**config.mk**
```make
export PLATFORM = sky130hd
export DESIGN_NAME = psc_tx_frame_arbiter
export DESIGN_NICKNAME = d
export VERILOG_FILES = /design/src/rtl/psc_tx_frame_arbiter.sv
export SDC_FILE = /design/constraint.sdc
export NUM_CORES = 1
export LEC_CHECK = 0
export ABC_AREA = 1
export BUFFER_PORTS_ARGS = -buffer_cell sky130_fd_sc_hd__buf_2
export CORE_MARGIN = 4
export CORE_UTILIZATION = 25
export DETAILED_ROUTE_END_ITERATION = 12
export PLACE_DENSITY_LB_ADDON = 0.12
export SYNTH_ARGS = -nofsm -noshare
export SYNTH_HDL_FRONTEND = slang
export SYNTH_SLANG_ARGS = --single-unit
```
**constraint.sdc**
```tcl
create_clock -name clk -period 1.75 [get_ports clk]
set_clock_uncertainty 0.1 [all_clocks]
set_input_delay 0.175 -clock clk [delete_from_list [all_inputs] [get_ports clk]]
set_output_delay 0.175 -clock clk [all_outputs]
set_load 0.02 [all_outputs]
```
**src/rtl/psc_tx_frame_arbiter.sv**
```systemverilog
// -----------------------------------------------------------------------------
// psc_tx_frame_arbiter
//
// Shares the single PSC serial TX link between three frame sources (trigger,
// setpoint write, status poll). Incoming request pulses are latched as pending
// flags. In IDLE one source is granted, and its frame of FRAME_BYTES bytes is
// then sequenced to the UART through a valid/ready handshake. A programmable
// idle gap follows each frame.
//
// Optional build macro:
//   PSC_TX_ROUND_ROBIN_EN - setpoint and poll alternate using a one-bit
//                           last-served register. Trigger keeps absolute
//                           priority. When undefined, the fixed priority is
//                           trigger > setpoint > poll.
//
// Parameters:
//   FRAME_BYTES  bytes per frame (2..15)
//   GAP_CYCLES   idle clocks between frames (0..255, 0 = no gap)
//
// Ports:
//   clk           system clock
//   reset         synchronous active-low reset
//   req_trigger   trigger frame request pulse (highest priority)
//   req_setpoint  setpoint frame request pulse
//   req_poll      status poll frame request pulse
//   tx_ready      UART can accept a byte
//   tx_valid      byte at byte_index is offered to the UART
//   byte_index    current byte within the frame
//   frame_sel     granted source: 0 trigger, 1 setpoint, 2 poll
//   busy          high in GRANT, SEND and GAP
//   frame_done    one-cycle pulse after the last byte is accepted
//   pending       {poll, setpoint, trigger} pending flags
//   overrun_cnt   saturating count of requests lost to a set flag
// -----------------------------------------------------------------------------
module psc_tx_frame_arbiter #(
  parameter int unsigned FRAME_BYTES = 10,
  parameter int unsigned GAP_CYCLES  = 4
) (
  input  logic       clk,
  input  logic       reset,
  input  logic       req_trigger,
  input  logic       req_setpoint,
  input  logic       req_poll,
  input  logic       tx_ready,
  output logic       tx_valid,
  output logic [3:0] byte_index,
  output logic [1:0] frame_sel,
  output logic       busy,
  output logic       frame_done,
  output logic [2:0] pending,
  output logic [7:0] overrun_cnt
);

  localparam logic [3:0] LAST_BYTE    = 4'(FRAME_BYTES - 32'd1);
  localparam logic [7:0] GAP_LAST     = (GAP_CYCLES > 32'd0) ? 8'(GAP_CYCLES - 32'd1) : 8'd0;
  localparam bit         HAS_GAP      = (GAP_CYCLES != 32'd0);
  localparam logic [1:0] SEL_TRIGGER  = 2'd0;
  localparam logic [1:0] SEL_SETPOINT = 2'd1;
  localparam logic [1:0] SEL_POLL     = 2'd2;

  // A 3-bit encoding leaves spare codes so that a corrupted state register
  // has a defined path back to IDLE.
  typedef enum logic [2:0] {
    ST_IDLE  = 3'd0,
    ST_GRANT = 3'd1,
    ST_SEND  = 3'd2,
    ST_GAP   = 3'd3
  } state_t;

  state_t     state_r, state_s;

  logic [2:0] req_vec_s;
  logic [2:0] pending_r, pending_s;
  logic [2:0] clear_s;
  logic [2:0] overrun_s;
  logic [7:0] overrun_cnt_r, overrun_cnt_s;

  logic [2:0] grant_oh_s;
  logic [1:0] grant_sel_s;
  logic       grant_take_s;
  logic       prefer_poll_s;

  logic       tx_valid_r, tx_valid_s;
  logic [3:0] byte_index_r, byte_index_s;
  logic [1:0] frame_sel_r, frame_sel_s;
  logic       busy_r, busy_s;
  logic       frame_done_r, frame_done_s;
  logic [7:0] gap_cnt_r, gap_cnt_s;
  logic       accept_s;

  assign req_vec_s = {req_poll, req_setpoint, req_trigger};
  assign accept_s  = tx_valid_r & tx_ready;

`ifdef PSC_TX_ROUND_ROBIN_EN
  // High when poll was the last of setpoint/poll to be served. The reset
  // value makes setpoint the first preference.
  logic last_poll_r;

  // Track the last served of setpoint/poll. Only their grants flip it.
  always_ff @(posedge clk) begin
    if (!reset) begin
      last_poll_r <= 1'b1;
    end else if (grant_take_s && grant_oh_s[1]) begin
      last_poll_r <= 1'b0;
    end else if (grant_take_s && grant_oh_s[2]) begin
      last_poll_r <= 1'b1;
    end else begin
      last_poll_r <= last_poll_r;
    end
  end

  assign prefer_poll_s = ~last_poll_r;
`else
  assign prefer_poll_s = 1'b0;
`endif

  // Arbitration among pending flags. Trigger always wins. The tie between
  // setpoint and poll is resolved by prefer_poll_s.
  always_comb begin
    grant_oh_s  = 3'b000;
    grant_sel_s = SEL_TRIGGER;
    if (pending_r[0]) begin
      grant_oh_s  = 3'b001;
      grant_sel_s = SEL_TRIGGER;
    end else if (pending_r[1] && pending_r[2]) begin
      if (prefer_poll_s) begin
        grant_oh_s  = 3'b100;
        grant_sel_s = SEL_POLL;
      end else begin
        grant_oh_s  = 3'b010;
        grant_sel_s = SEL_SETPOINT;
      end
    end else if (pending_r[1]) begin
      grant_oh_s  = 3'b010;
      grant_sel_s = SEL_SETPOINT;
    end else if (pending_r[2]) begin
      grant_oh_s  = 3'b100;
      grant_sel_s = SEL_POLL;
    end else begin
      grant_oh_s  = 3'b000;
      grant_sel_s = SEL_TRIGGER;
    end
  end

  // A grant is only taken from IDLE, so it can never pre-empt a frame.
  assign grant_take_s = (state_r == ST_IDLE) && (|pending_r);

  // Pending flag and overrun bookkeeping. A request on the same edge that
  // clears its own flag re-arms the flag and is not an overrun.
  always_comb begin
    clear_s       = 3'b000;
    pending_s     = pending_r;
    overrun_s     = 3'b000;
    overrun_cnt_s = overrun_cnt_r;
    if (grant_take_s) begin
      clear_s = grant_oh_s;
    end else begin
      clear_s = 3'b000;
    end
    pending_s = (pending_r & ~clear_s) | req_vec_s;
    overrun_s = req_vec_s & pending_r & ~clear_s;
    // Several simultaneous overruns count as a single increment.
    if ((|overrun_s) && (overrun_cnt_r != 8'hFF)) begin
      overrun_cnt_s = overrun_cnt_r + 8'd1;
    end else begin
      overrun_cnt_s = overrun_cnt_r;
    end
  end

  // Register the pending flags and the overrun counter.
  always_ff @(posedge clk) begin
    if (!reset) begin
      pending_r     <= 3'b000;
      overrun_cnt_r <= 8'd0;
    end else begin
      pending_r     <= pending_s;
      overrun_cnt_r <= overrun_cnt_s;
    end
  end

  // Register the FSM state.
  always_ff @(posedge clk) begin
    if (!reset) begin
      state_r <= ST_IDLE;
    end else begin
      state_r <= state_s;
    end
  end

  // Compute the next state and the next value of every registered output.
  always_comb begin
    state_s      = state_r;
    tx_valid_s   = tx_valid_r;
    byte_index_s = byte_index_r;
    frame_sel_s  = frame_sel_r;
    frame_done_s = 1'b0;
    gap_cnt_s    = gap_cnt_r;
    busy_s       = 1'b0;
    case (state_r)
      ST_IDLE: begin
        tx_valid_s   = 1'b0;
        byte_index_s = 4'd0;
        gap_cnt_s    = 8'd0;
        if (grant_take_s) begin
          state_s     = ST_GRANT;
          frame_sel_s = grant_sel_s;
        end else begin
          state_s     = ST_IDLE;
          frame_sel_s = frame_sel_r;
        end
      end
      ST_GRANT: begin
        // tx_valid is raised here so that it is registered high on the
        // first SEND cycle.
        byte_index_s = 4'd0;
        tx_valid_s   = 1'b1;
        state_s      = ST_SEND;
      end
      ST_SEND: begin
        if (accept_s) begin
          if (byte_index_r == LAST_BYTE) begin
            byte_index_s = 4'd0;
            tx_valid_s   = 1'b0;
            frame_done_s = 1'b1;
            gap_cnt_s    = 8'd0;
            if (HAS_GAP) begin
              state_s = ST_GAP;
            end else begin
              state_s = ST_IDLE;
            end
          end else begin
            byte_index_s = byte_index_r + 4'd1;
            tx_valid_s   = 1'b1;
            state_s      = ST_SEND;
          end
        end else begin
          // The UART stalls: offer the same byte again.
          byte_index_s = byte_index_r;
          tx_valid_s   = 1'b1;
          state_s      = ST_SEND;
        end
      end
      ST_GAP: begin
        tx_valid_s = 1'b0;
        if (gap_cnt_r == GAP_LAST) begin
          gap_cnt_s = 8'd0;
          state_s   = ST_IDLE;
        end else begin
          gap_cnt_s = gap_cnt_r + 8'd1;
          state_s   = ST_GAP;
        end
      end
      default: begin
        state_s      = ST_IDLE;
        tx_valid_s   = 1'b0;
        byte_index_s = 4'd0;
        frame_sel_s  = SEL_TRIGGER;
        gap_cnt_s    = 8'd0;
      end
    endcase
    busy_s = (state_s != ST_IDLE);
  end

  // Register the outputs and the gap counter. Reset abandons any frame in
  // flight without issuing frame_done.
  always_ff @(posedge clk) begin
    if (!reset) begin
      tx_valid_r   <= 1'b0;
      byte_index_r <= 4'd0;
      frame_sel_r  <= SEL_TRIGGER;
      busy_r       <= 1'b0;
      frame_done_r <= 1'b0;
      gap_cnt_r    <= 8'd0;
    end else begin
      tx_valid_r   <= tx_valid_s;
      byte_index_r <= byte_index_s;
      frame_sel_r  <= frame_sel_s;
      busy_r       <= busy_s;
      frame_done_r <= frame_done_s;
      gap_cnt_r    <= gap_cnt_s;
    end
  end

  assign tx_valid    = tx_valid_r;
  assign byte_index  = byte_index_r;
  assign frame_sel   = frame_sel_r;
  assign busy        = busy_r;
  assign frame_done  = frame_done_r;
  assign pending     = pending_r;
  assign overrun_cnt = overrun_cnt_r;

endmodule

```
==> qor.txt <==
Share of the synthesized area in the top cell type: 0.384
Synthesized flop and latch total: 30
DR DRC count: 0
CP startpoint: state_r[0]$_SDFF_PN0_
Final hold violation count: 0
Total GRT Usage: 0.0985
Post-Route WL: 3410 µm
Unique masters post-synth: 29
Highest net fanout along the worst path: 8
Congestion Overflow GR: 0
Power per cell area: 938 nW/µm²
Power share of the sequential group: 0.433
Syn_area_per_cell: 7.17 µm²
Largest family of logic cells by synthesized area: simple AND/OR/NAND/NOR gates
CTS tree: built
Initial Util: 0.261
Drt first pass iters: 4
Die H: 87.1 µm
Min Clock Period, post-route: 1610 ps
CTS Buf Count: 5
Area leader, netlist: dfxtp_1
DR iter-0 viols: 39
Vias in the first global route: 1351
CP max stage cell: dfxtp_1
# diodes: 0
Yosys Warn Count: 0
Mapped cell area: 1560 µm²
Wire per inst: 10.3 µm
Net Switching: 0.000585 W
H-tree depth reported by CTS: 2
Cell Area, Placed: 1810 µm²
Final Cycle Share: 0.922
Core Region: 5990 µm²
Syn nets: 233
Post-CTS Hold Fix Bufs: 0
Ys async rst share: 0
CP bufs+invs: 2
Xor and xnor area share after synthesis: 0.0280
Die Wd: 87.1 µm
Simple-Gate Fraction of Synth Area: 0.327
CTS sink cnt: 30
Fmax: 620 MHz
Initial antenna violation count: 0
I/O Pins: 26
Final HPWL DP: 2550 µm
Area grow syn2layout: 22.7%
Switching share of power: 0.325
Final Net Count: 269
Worst VDD drop: 0.350 mV
Antenna Nets Post-Route: 0
FF-to-FF Start: state_r[0]$_SDFF_PN0_
Min-delay src: req_setpoint
Final cell area excluding filler cells: 1920 µm²
Combinational share of power: 0.245
Slew HR: 0.782
Clock power share: 0.323
Clk_lat worst skew: 280 ps
Inst Count DP: 322
Routed vias: 1421
Crit Path Category: reg2reg
First-pass GRT wire length: 5930 µm
Worst Path Required: 1820 ps
Post-synth EDFFs: 0
Most frequent CP cell: nand2_2
Post-synthesis compound-gate area fraction: 0.104
Proportion of synthesized area in mux cells: 0
Clock Path Buffers: 2
Lkg Pwr: 0.876 nW
Row cnt: 28
Dominant cells by area after synthesis: dfxtp_1 (38%), nand2_1 (9.6%), nor2_1 (8.9%)
Setup bufs post-CTS: 0
Drt via density: 4.31
R2r setup slk: 140 ps
Synth Flop Type: dfxtp_1
Worst-path clk slew: 70 ps
CP max stage delay: 360 ps
GP Congestion: 0.757
Internal power: 0.00121 W
Layout cells sized above 1: 0.224
Die ar.: 7580 µm²
CP top delay family: simple AND/OR/NAND/NOR gates
Least-Margin Pin Slew: 327 ps
Worst Hold Class: in2reg
Largest net degree at the start of global routing: 17
RSZ-0062 raised after global routing: true
Worst Setup End Kind: flip-flop
Status: finished, final reports clean
Cell Chain, Critical Path: inv_1 > ha_2 > a21oi_2 > nand2_2 > inv_2 > nand2_1 > nand2_2 > nor2_1
Startpoint types: flip-flop
Hold_ws: 19.4 ps
Cells after Synth: 218
Finished Layout Cells: 330
Final Core Density: 0.320
I/O Buffers: 25
Max-Cap Viols: 0
Sequential-to-total area share from yosys stat: 0.384
Post-Synth Adder-Cell Area: 0.0721
Setup violators final: 0
CP arrival: 1680 ps
Clock Tree Root: clkbuf_8
Max-slew violation count: 0
cell usage after synthesis (2+ instances only):
cell / instances
nand2_1: 40
nor2_1: 37
dfxtp_1: 30
inv_1: 23
nand3_1: 21
a21oi_1: 18
ha_1: 9
inv_2: 6
o21ai_0: 5
xor2_1: 4
nand2_2: 3
a31oi_1: 2
nor3_1: 2
o21ai_1: 2
or2_0: 2
worst reg2reg max path, stage by stage, from the launching register on:
cell and delay [ps]:
dfxtp_1 360, inv_1 90, ha_2 230, a21oi_2 160, nand2_2 120, inv_2 130
nand2_1 110, nand2_2 140, nor2_1 60
state kept, by name, indices dropped and copies added (netlist names):
signal	flops
gap_cnt_r	8
overrun_cnt	8
byte_index	4
pending	3
frame_sel	2
state_r	2
busy	1
frame_done	1
tx_valid	1
layer usage:
| metal | track usage | part of all wire |
|---|---|---|
| met5 | 0 | 0 |
| met4 | 0.0425 | 0.018 |
| met3 | 0.0303 | 0.045 |
| met2 | 0.157 | 0.45 |
| met1 | 0.122 | 0.49 |
logic make-up after synthesis:
logic type,after synthesis
simple gates,112
buf+inv,32
flops,30
compound gates,30
xor+xnor,5
fa+ha+maj,9
layout by cell type, fill, tap and decap left out, drive strengths merged:
cell / Yosys / final
inv: 29 / 29
dfxtp: 30 / 30
a21oi: 19 / 19
o21ai: 7 / 7
a211oi: 1 / 1
a41oi: 1 / 1
buf: 1 / 31
ha: 9 / 9
nor3: 3 / 3
clkbuf: 1 / 7
nor2: 39 / 39
xor2: 4 / 4
or2: 2 / 2
clkinv: 1 / 2
nand2: 44 / 44
a31oi: 2 / 2
nand4: 2 / 2
nand3: 22 / 22
xnor2: 1 / 1
power by group through the flow:
stage          logic (W)  clock network (W)  registers, W
2_1_floorplan   0.000272                  0      0.000830
5_1_grt         0.000511           0.000633      0.000788
6_report        0.000440           0.000580      0.000778
3_3_place_gp    0.000441                  0      0.000793
4_1_cts         0.000436           0.000608      0.000778
3_5_place_dp    0.000435                  0      0.000793
final cells by class:
type / count / area, µm²
Sequential cell: 30 / 601
Multi-Input combinational cell: 156 / 848
Tap cell: 75 / 93.8
Fill cell: 658 / 4070
Clock inverter: 1 / 5.00
Clock buffer: 7 / 86.3
Timing Repair Buffer: 31 / 170
Inverter: 30 / 113
path summary, 6_finish.rpt:
check / endpoint / cells past startpoint
hold / removal: pending[1]$_SDFF_PN0_ / 3
hold reg to reg: frame_sel[1]$_SDFFE_PN0P_ / 2
setup reg to reg: gap_cnt_r[2]$_SDFFE_PN0P_ / 8
setup / recovery: gap_cnt_r[2]$_SDFFE_PN0P_ / 8
through the flow:
stage          setup slack (ps)  power [W]  setup TNS (ps)
2_1_floorplan               203    0.00110               0
3_3_place_gp               87.2    0.00123               0
3_5_place_dp               64.2    0.00123               0
4_1_cts                    46.8    0.00182               0
5_1_grt                   -29.9    0.00193           -50.3
6_report                    136    0.00180               0
repair_timing:
item / CTS / global route
hold endpoints to repair: 0 / 0
endpoints found under the setup margin: 0 / 16
gates resized for setup: 0 / 4
(Power assumes the default switching activity.)
